File: src/rtl/seg7_pkg.sv
// seg7_pkg: shared definitions for the 7-segment scan driver.
//   SEG_A..SEG_DP : bit positions within a segment byte (1 = lit)
//   SEG_BLANK     : all-segments-dark pattern
//   scan_state_t  : scan FSM states (GUARD = all-off gap, DRIVE = digit lit)
//   max_int       : elaboration-time helper for sizing counters
package seg7_pkg;

   localparam int SEG_A  = 7;
   localparam int SEG_B  = 6;
   localparam int SEG_C  = 5;
   localparam int SEG_D  = 4;
   localparam int SEG_E  = 3;
   localparam int SEG_F  = 2;
   localparam int SEG_G  = 1;
   localparam int SEG_DP = 0;

   localparam logic [7:0] SEG_BLANK = 8'h00;

   typedef enum logic {
      GUARD = 1'b0,
      DRIVE = 1'b1
   } scan_state_t;

   function automatic int max_int(input int a, input int b);
      return (a > b) ? a : b;
   endfunction

endpackage

File: src/rtl/seg7_scan_timer.sv
// seg7_scan_timer: slot counter, GUARD/DRIVE FSM and digit index.
// Each digit slot is GUARD_CYCLES dark cycles followed by SCAN_DIV drive
// cycles; the digit index advances (wrapping) at the end of every DRIVE.
// Ports:
//   clock, reset  : system clock, asynchronous active-high reset
//   idx           : digit index in effect after the coming clock edge
//   in_drive      : FSM will be in DRIVE after the coming clock edge
//   drive_count   : slot counter value after the coming clock edge
//   drive_start   : coming edge moves GUARD -> DRIVE
//   frame_end     : coming edge ends DRIVE of the last digit
// idx/in_drive/drive_count are lookahead values so that output registers
// in the parent load on the same edge as this FSM and stay in step with it.
module seg7_scan_timer
   import seg7_pkg::*;
#(
   parameter int NUM_DIGITS   = 8,
   parameter int SCAN_DIV     = 1024,
   parameter int GUARD_CYCLES = 16,
   localparam int IDX_W       = $clog2(NUM_DIGITS),
   localparam int CNT_W       = $clog2(max_int(SCAN_DIV, GUARD_CYCLES))
)(
   input  logic             clock,
   input  logic             reset,
   output logic [IDX_W-1:0] idx,
   output logic             in_drive,
   output logic [CNT_W-1:0] drive_count,
   output logic             drive_start,
   output logic             frame_end
);

   localparam logic [CNT_W-1:0] GUARD_LAST = CNT_W'(GUARD_CYCLES - 1);
   localparam logic [CNT_W-1:0] DRIVE_LAST = CNT_W'(SCAN_DIV - 1);
   localparam logic [IDX_W-1:0] IDX_LAST   = IDX_W'(NUM_DIGITS - 1);

   scan_state_t      state, state_nxt;
   logic [CNT_W-1:0] cnt, cnt_nxt;
   logic [IDX_W-1:0] idx_q, idx_nxt;

   always_comb begin
      state_nxt   = state;
      cnt_nxt     = cnt + CNT_W'(1);
      idx_nxt     = idx_q;
      drive_start = 1'b0;
      frame_end   = 1'b0;
      case (state)
         GUARD: begin
            if (cnt == GUARD_LAST) begin
               state_nxt   = DRIVE;
               cnt_nxt     = '0;
               drive_start = 1'b1;
            end
         end
         DRIVE: begin
            if (cnt == DRIVE_LAST) begin
               state_nxt = GUARD;
               cnt_nxt   = '0;
               if (idx_q == IDX_LAST) begin
                  idx_nxt   = '0;
                  frame_end = 1'b1;
               end else begin
                  idx_nxt = idx_q + IDX_W'(1);
               end
            end
         end
         default: begin
            state_nxt = GUARD;
            cnt_nxt   = '0;
         end
      endcase
   end

   always_ff @(posedge clock or posedge reset) begin
      if (reset) begin
         state <= GUARD;
         cnt   <= '0;
         idx_q <= '0;
      end else begin
         state <= state_nxt;
         cnt   <= cnt_nxt;
         idx_q <= idx_nxt;
      end
   end

   assign idx         = idx_nxt;
   assign in_drive    = (state_nxt == DRIVE);
   assign drive_count = cnt_nxt;

endmodule

File: src/rtl/seg7_scan_driver.sv
// seg7_scan_driver: double-buffered, time-multiplexed 7-segment driver.
// A frame loaded through the valid/ready handshake lands in a pending
// buffer and is promoted to the active buffer only at a frame boundary,
// so a scan never mixes digits from two frames.
// Ports:
//   clock, reset  : system clock, asynchronous active-high reset
//   load_valid    : producer offers load_data
//   load_ready    : pending buffer empty (registered)
//   load_data     : digit i pattern at [8i+7:8i], digit 0 rightmost
//   seg_out       : segment bus, inverted when SEG_ACTIVE_LOW != 0
//   dig_sel       : one-hot digit enable, inverted when DIG_ACTIVE_LOW != 0
//   frame_done    : one-cycle pulse after each frame boundary
//   dim_level     : (SEG7_DIM_EN only) drive duty in sixteenths, minus one
// Build option: define SEG7_DIM_EN to add dim_level brightness control.
module seg7_scan_driver
   import seg7_pkg::*;
#(
   parameter int NUM_DIGITS     = 8,
   parameter int SCAN_DIV       = 1024,
   parameter int GUARD_CYCLES   = 16,
   parameter int SEG_ACTIVE_LOW = 0,
   parameter int DIG_ACTIVE_LOW = 0
)(
   input  logic                    clock,
   input  logic                    reset,
   input  logic                    load_valid,
   output logic                    load_ready,
   input  logic [8*NUM_DIGITS-1:0] load_data,
   output logic [7:0]              seg_out,
   output logic [NUM_DIGITS-1:0]   dig_sel,
   output logic                    frame_done
`ifdef SEG7_DIM_EN
   ,
   input  logic [3:0]              dim_level
`endif
);

   localparam int IDX_W = $clog2(NUM_DIGITS);
   localparam int CNT_W = $clog2(max_int(SCAN_DIV, GUARD_CYCLES));

   // Idle levels double as XOR masks to apply pin polarity.
   localparam logic [7:0]            SEG_IDLE = (SEG_ACTIVE_LOW != 0) ? ~SEG_BLANK : SEG_BLANK;
   localparam logic [NUM_DIGITS-1:0] DIG_IDLE = (DIG_ACTIVE_LOW != 0) ? '1 : '0;

   logic [IDX_W-1:0]        idx;
   logic                    in_drive;
   logic [CNT_W-1:0]        drive_count;
   logic                    drive_start;
   logic                    frame_end;

   logic [8*NUM_DIGITS-1:0] active;
   logic [8*NUM_DIGITS-1:0] pending;
   logic                    pending_full;
   logic                    xfer;
   logic                    swap;
   logic [7:0]              cur_byte;
   logic [NUM_DIGITS-1:0]   onehot;
   logic                    lit;

   seg7_scan_timer #(
      .NUM_DIGITS   (NUM_DIGITS),
      .SCAN_DIV     (SCAN_DIV),
      .GUARD_CYCLES (GUARD_CYCLES)
   ) u_timer (
      .clock       (clock),
      .reset       (reset),
      .idx         (idx),
      .in_drive    (in_drive),
      .drive_count (drive_count),
      .drive_start (drive_start),
      .frame_end   (frame_end)
   );

   // load_ready mirrors !pending_full, so a transfer (pending empty) and a
   // promotion (pending full) can never coincide on one edge.
   assign xfer = load_valid & load_ready;
   assign swap = frame_end & pending_full;

   always_ff @(posedge clock or posedge reset) begin
      if (reset) begin
         active       <= '0;
         pending      <= '0;
         pending_full <= 1'b0;
         load_ready   <= 1'b1;
         frame_done   <= 1'b0;
      end else begin
         frame_done <= frame_end;
         if (swap) begin
            active <= pending;
         end
         if (xfer) begin
            pending      <= load_data;
            pending_full <= 1'b1;
            load_ready   <= 1'b0;
         end else if (swap) begin
            pending_full <= 1'b0;
            load_ready   <= 1'b1;
         end
      end
   end

   always_comb begin
      cur_byte = SEG_BLANK;
      onehot   = '0;
      for (int unsigned i = 0; i < NUM_DIGITS; i++) begin
         if (idx == IDX_W'(i)) begin
            cur_byte  = active[8*i +: 8];
            onehot[i] = 1'b1;
         end
      end
   end

`ifdef SEG7_DIM_EN
   logic [3:0]  dim_q;
   logic [3:0]  dim_eff;
   logic [31:0] lit_limit;

   // The level used for the first cycle of a slot is the live input, so the
   // whole slot runs on the value seen at DRIVE entry.
   always_ff @(posedge clock or posedge reset) begin
      if (reset) begin
         dim_q <= '0;
      end else if (drive_start) begin
         dim_q <= dim_level;
      end
   end

   assign dim_eff   = drive_start ? dim_level : dim_q;
   assign lit_limit = ((32'(dim_eff) + 32'd1) * 32'(SCAN_DIV)) >> 4;
   assign lit       = in_drive && (32'(drive_count) < lit_limit);
`else
   logic unused_drive_count;
   logic unused_drive_start;

   assign unused_drive_count = ^drive_count;
   assign unused_drive_start = drive_start;
   assign lit                = in_drive;
`endif

   always_ff @(posedge clock or posedge reset) begin
      if (reset) begin
         seg_out <= SEG_IDLE;
         dig_sel <= DIG_IDLE;
      end else if (lit) begin
         seg_out <= cur_byte ^ SEG_IDLE;
         dig_sel <= onehot ^ DIG_IDLE;
      end else begin
         seg_out <= SEG_IDLE;
         dig_sel <= DIG_IDLE;
      end
   end

endmodule

File: config.mk
export PLATFORM = sky130hd
export DESIGN_NAME = seg7_scan_driver
export DESIGN_NICKNAME = d
export VERILOG_FILES = /design/src/rtl/seg7_pkg.sv /design/src/rtl/seg7_scan_timer.sv /design/src/rtl/seg7_scan_driver.sv
export SDC_FILE = /design/constraint.sdc
export NUM_CORES = 1
export LEC_CHECK = 0
export ABC_AREA = 0
export BUFFER_PORTS_ARGS = -buffer_cell sky130_fd_sc_hd__buf_4
export CORE_MARGIN = 3
export CORE_UTILIZATION = 30
export CTS_CLUSTER_SIZE = 24
export DETAILED_ROUTE_END_ITERATION = 12
export PLACE_DENSITY = 0.43
export SYNTH_ARGS = -nofsm -noshare
export SYNTH_HDL_FRONTEND = slang
export SYNTH_SLANG_ARGS = --single-unit
File: constraint.sdc
create_clock -name clock -period 6.9 [get_ports clock]
set_input_delay 0.69 -clock clock [delete_from_list [all_inputs] [get_ports clock]]
set_output_delay 0.69 -clock clock [all_outputs]
set_load 0.02 [all_outputs]
Word level (Yosys, flattened, before mapping)

Cells that the tools add are included.

Reduce and logical (&&, ||, !) cells: 2
Add/subtract/negate cells: 2
Bitwise gates (word level): 3
Muxes and demuxes: 34
Equal/unequal tests: 10

Operators by type and width:

| operator              | number |
|---|---|
| $mux 8                | 10 |
| $mux 10               | 2 |
| $pmux 10 s2           | 1 |
| $mux 1                | 17 |
| $eq 3x3->1 const B    | 5 |
| $add 10x1->10 const B | 1 |
| $eq 10x10->1 const B  | 1 |
| $eq 10x4->1 const B   | 1 |
| $mux 3                | 3 |
| $eq 3x2->1 const B    | 2 |
| $add 3x1->3 const B   | 1 |
| $eq 3x1->1 const B    | 1 |
| $logic_not 3->1       | 1 |
| $and 1x1->1           | 2 |
| $pmux 1 s2            | 1 |
| $reduce_bool 2->1     | 1 |
| $not 1->1             | 1 |

Logic and storage cells: 61
Register bits: 161
Input bits: 67
Output and inout bits: 18

Longest topological paths before layout

Depth after elaboration: 14
Mapped depth: 10
Mapped depth without buffers: 8

Cells and area by module

Synthesis repeated with hierarchy kept, for this count alone.

Cells, all modules: 463
Area, all modules: 6,671.4 um2

By module, submodules not included:

| module           | instances | area each (um2) | cells an instance | seq. area each (um2) |
|---|---|---|---|---|
| seg7_scan_driver | 1         | 5,978.2         | 403               | 3,679.8 |
| seg7_scan_timer  | 1         | 693.2           | 60                | 350.3 |

Least setup slack after synthesis

No wires, ideal clock.

Path type: flip-flop to flip-flop
Start: register u_timer.idx_q[1]
End: register seg_out[6]
Period minus slack after synthesis: 2.249 ns
Stages on the path, launching flop included: 10
Data required time: 6.806 ns
Buffers on the path: 1
Arrival: 2.155 ns
Slack: 4.651 ns
Setup time: 0.094 ns
Path through: dfrtp_1 > ha_1 > ha_1 > clkbuf_1 > nand2b_1 > nor3_1 > nand2_1 > a21oi_1 > a211oi_1 > a211oi_1

Cells in the longest elaborated chain, start to end: 14
Elaborated cells on any way between the ends: 22
Those cells by class: 1 x add/sub; 8 x eq/ne; 12 x mux; 1 x reduce/logical

RTL lines:

| what                                             | line                                         | source |
|---|---|---|
| start, declared                                  | seg7_scan_timer.sv:37                        | `logic [IDX_W-1:0] idx_q, idx_nxt;` |
| start signal, assigned                           | seg7_scan_timer.sv:80                        | `idx_q <= idx_nxt;` |
| $add 3x1->3 / $eq 3x3->1 (equally long branches) | seg7_scan_timer.sv:61, seg7_scan_timer.sv:57 |  |
| $mux 3                                           | seg7_scan_timer.sv:57                        | `if (idx_q == IDX_LAST) begin` |
| $mux 3                                           | seg7_scan_timer.sv:54                        | `if (cnt == DRIVE_LAST) begin` |
| $mux 3 *                                         | seg7_scan_timer.sv:45                        | `case (state)` |
| $logic_not 3->1                                  | seg7_scan_driver.sv:106                      | `if (idx == IDX_W'(i)) begin` |
| $mux 8 (7 in series)                             | seg7_scan_driver.sv:106                      |  |
| $mux 8 *                                         | seg7_scan_driver.sv:106                      |  |
| $mux 8 *                                         | seg7_scan_driver.sv:144                      | `end else if (lit) begin` |
| end signal, assigned                             | seg7_scan_driver.sv:145                      | `seg_out <= cur_byte ^ SEG_IDLE;` |
| end, declared                                    | seg7_scan_driver.sv:29                       | `output logic [7:0] seg_out,` |

Every way passes the cells marked *; elsewhere a longest branch is shown, timed or not.
A chain may end at the register's enable or synchronous reset.

Worst setup path in the final report

Start: register u_timer.idx_q[0]
End: register seg_out[0]

Same word-level chain as after synthesis.

==> results.md <==
- Crit-path slowest cell: dfrtp_1
- Cell Area, Synth: 6870 µm²
- Final Critical Period: 3.07 ns
- Average cell area after synthesis: 13.3 µm²
- Fin Clk Skew: 0.00948 ns
- Final core occ: 38.1%
- Synth Instances: 515
- Sink Count: 161
- DR iter-0 viols: 289
- Final Cell Area: 8450 µm²
- Highest clock rate: 325 MHz
- Crit path kind: register to register
- CTS root buffer: clkbuf_16
- Yosys top cell area share: 58.3%
- Synthesis Warnings: 0
- DRC Markers: 0
- Final Hold Viols: 0
- Commonest cells in the netlist: dfrtp_1 (160), mux2_2 (123), nand2_1 (27), nor3_1 (27), a21oi_1 (24)
- Status: finished, final reports clean
- Required time of the critical path: 7.23 ns
- Vias in the first global route: 4,568
- CP Launch Type: register
- Multi-input gate area: 2680 µm²
- Setup TNS: 0 ns
- Ratio of final minimum period to clock period: 44.5%
- Post-synth EDFFs: 0
- CP endpoint kind: register
- Post-synth top flop: dfrtp_1
- Reg clk slew, reported paths: 0.06 ns
- CTS Buf Count: 17
- Die Ht: 157 µm
- Slew Viols, Final: 0
- Max VDD drop: 0.000137 V
- Clk Latency, worst-skew pair: 0.42 ns
- Crit-path cells: ha_1 -> ha_1 -> nand2b_1 -> nor3_1 -> nand2_1 -> a21oi_1 -> nor4b_1 -> nor3_1
- Drt total wl: 16,200 µm
- Largest net degree at the start of global routing: 98
- DR WL/cell: 18.1 µm
- CORE AREA: 22,200 µm²
- Hold buffer count at CTS: 0
- Initial antenna violation count: 0
- Antenna diodes: 0
- Routability Congestion: 0.862
- CTS tree: yes
- Layout cells sized above 1: 42.6%
- Worst path max stage delay: 0.87 ns
- DR pass1 iterations: 4
- H-tree levels: 4
- Count of final setup violators: 0
- Fillcell total: 2,160
- Fraction of registers with async set/reset: 100%
- All-Layer GR Usage: 13.7%
- Yosys reg bits: 161
- Placed Area: 7760 µm²
- RSZ-0062 raised after global routing: no
- Port bufs: 84
- Hold Crit Class: input pin to register
- Core Rows: 54
- Reg area: 4030 µm²
- Clock tree buffer depth: 2
- Grt total ovfl: 0
- Top-Level Pins: 85
- Max-Cap Viols: 0
- Area growth syn-to-layout: 23.1%
- Max_slew headroom: 39.5%
- Final HPWL DP: 11,500 µm
- Most frequent cell after synthesis: dfrtp_1
- Initial Util: 31.0%
- Critical path arrival: 3.40 ns
- First-pass GRT wire length: 25,700 µm
- Count of cell types in the netlist: 48
- Post-route ant nets: 0
- Syn nets: 585
- Post_cts resized: 0
- Critical-path maximum fanout: 26
- Vias after detailed routing: 4,337
- Die area: 24,700 µm²
- Via/cell ratio: 4.86
- Worst-margin pin slew: 0.907 ns
- Area contributors post-synth: dfrtp_1 (58%), mux2_2 (20%), nor3_1 (2.0%), a21oi_1 (1.7%), nand2_1 (1.5%)
- Die width: 157 µm
- Yosys top cell by area: dfrtp_1
- Nets@finish: 670
- Register area share after synthesis: 58.7%
- Static Leak: 4.02 nW
- Cell Pwr Density: 260 nW/µm²
- Buffers inserted by post-CTS timing repair: 0
critical path: cells and delay by family (launching register included):
family / cells / cell delay (ns)
AND/OR/NAND/NOR: 5 / 1.31
AO/OA/AOI/OAI: 1 / 0.19
flip-flops: 1 / 0.87
adder cells (fa/ha/maj): 2 / 0.61
cell type report:
| cell class | count | share of cell area, % |
|---|---|---|
| multi-input cells | 324 | 31.8 |
| repair buffers | 88 | 7.82 |
| well taps | 280 | 4.15 |
| clock buffers | 18 | 5.20 |
| inverters | 8 | 0.415 |
| clock inverters | 14 | 2.96 |
| flip-flops and latches | 161 | 47.7 |
state kept, by name (all words and copies together) (netlist names):
| name | flops |
|---|---|
| u_timer.cnt | 10 |
| u_timer.idx_q | 3 |
| pending_full | 1 |
| frame_done | 1 |
| u_timer.state | 1 |
| pending | 64 |
| seg_out | 8 |
| active | 64 |
| load_ready | 1 |
| dig_sel | 8 |
metal layers:
metal / share of wire, % / vias to the layer above / track usage (%) / routed length [µm]
met5: 0 / - / 0 / 0
met4: 1.5 / 0 / 4.79 / 235
met3: 4.0 / 15 / 2.83 / 647
met2: 47 / 91 / 21.6 / 7670
met1: 47 / 2207 / 18.7 / 7630
li1: - / 2024 / - / -
power by group:
part	switching, W	internal [W]
registers	0.0000252	0.000988
clock network	0.000399	0.000696
logic	0.0000335	0.0000548
total	0.000457	0.00174
path summary, 6_finish.rpt:
| check | startpoint | end | slack (ns) | cells after the start |
|---|---|---|---|---|
| setup / recovery | u_timer.idx_q[0] | seg_out[0] | 3.83 | 8 |
| hold / removal | load_valid | load_ready | 0.42 | 2 |
| setup reg to reg | u_timer.idx_q[0] | seg_out[0] | 3.83 | 8 |
| hold reg to reg | pending[17] | active[17] | 0.49 | 1 |
| max in group asynchronous | reset | u_timer.cnt[9] | 5.08 | 3 |
| min in group asynchronous | reset | pending[57] | 0.44 | 2 |
kinds of logic after synthesis:
logic type               synth area share [%]
flip-flops                               58.7
multiplexers                             21.6
AND/OR/NAND/NOR                          10.5
AO/OA/AOI/OAI                            5.32
buffers and inverters                    2.30
XOR/XNOR                                 1.02
adder cells (fa/ha/maj)                 0.547
placed cells by master (no fill, tap or decap), types with 2 or more instances in the layout:
cell type / instances
nand3_1: 3
nor2b_1: 12
nand2b_1: 10
o221ai_1: 8
ha_1: 3
a211oi_1: 2
nor2_1: 22
a31oi_1: 2
o21ai_0: 4
inv_1: 7
and2_1: 2
mux2_2: 123
nand2_2: 2
buf_4: 88
nand2_1: 25
xor2_1: 4
nor4_1: 2
bufinv_16: 6
nor3_1: 27
clkbuf_16: 17
clkinvlp_4: 2
xnor2_1: 4
nand4_1: 2
mux2_1: 6
dfrtp_1: 160
and4_1: 2
o22ai_1: 8
mux2i_1: 2
clkinv_4: 2
a21oi_1: 24
nor4b_1: 7
inv_6: 4
metrics by stage:
step | power [W] | hold WS [ns] | setup WS (ns) | instances
floorplan | 0.00107 | 0.452 | 1.86 | 515
global placement | 0.00112 | 0.472 | 4.05 | 861
detailed placement | 0.00112 | 0.476 | 3.89 | 861
CTS | 0.00223 | 0.402 | 3.88 | 893
global route | 0.00228 | 0.428 | 3.56 | 893
finish | 0.00220 | 0.422 | 3.83 | 893
Note: power is estimated with default switching activity, not from simulation.
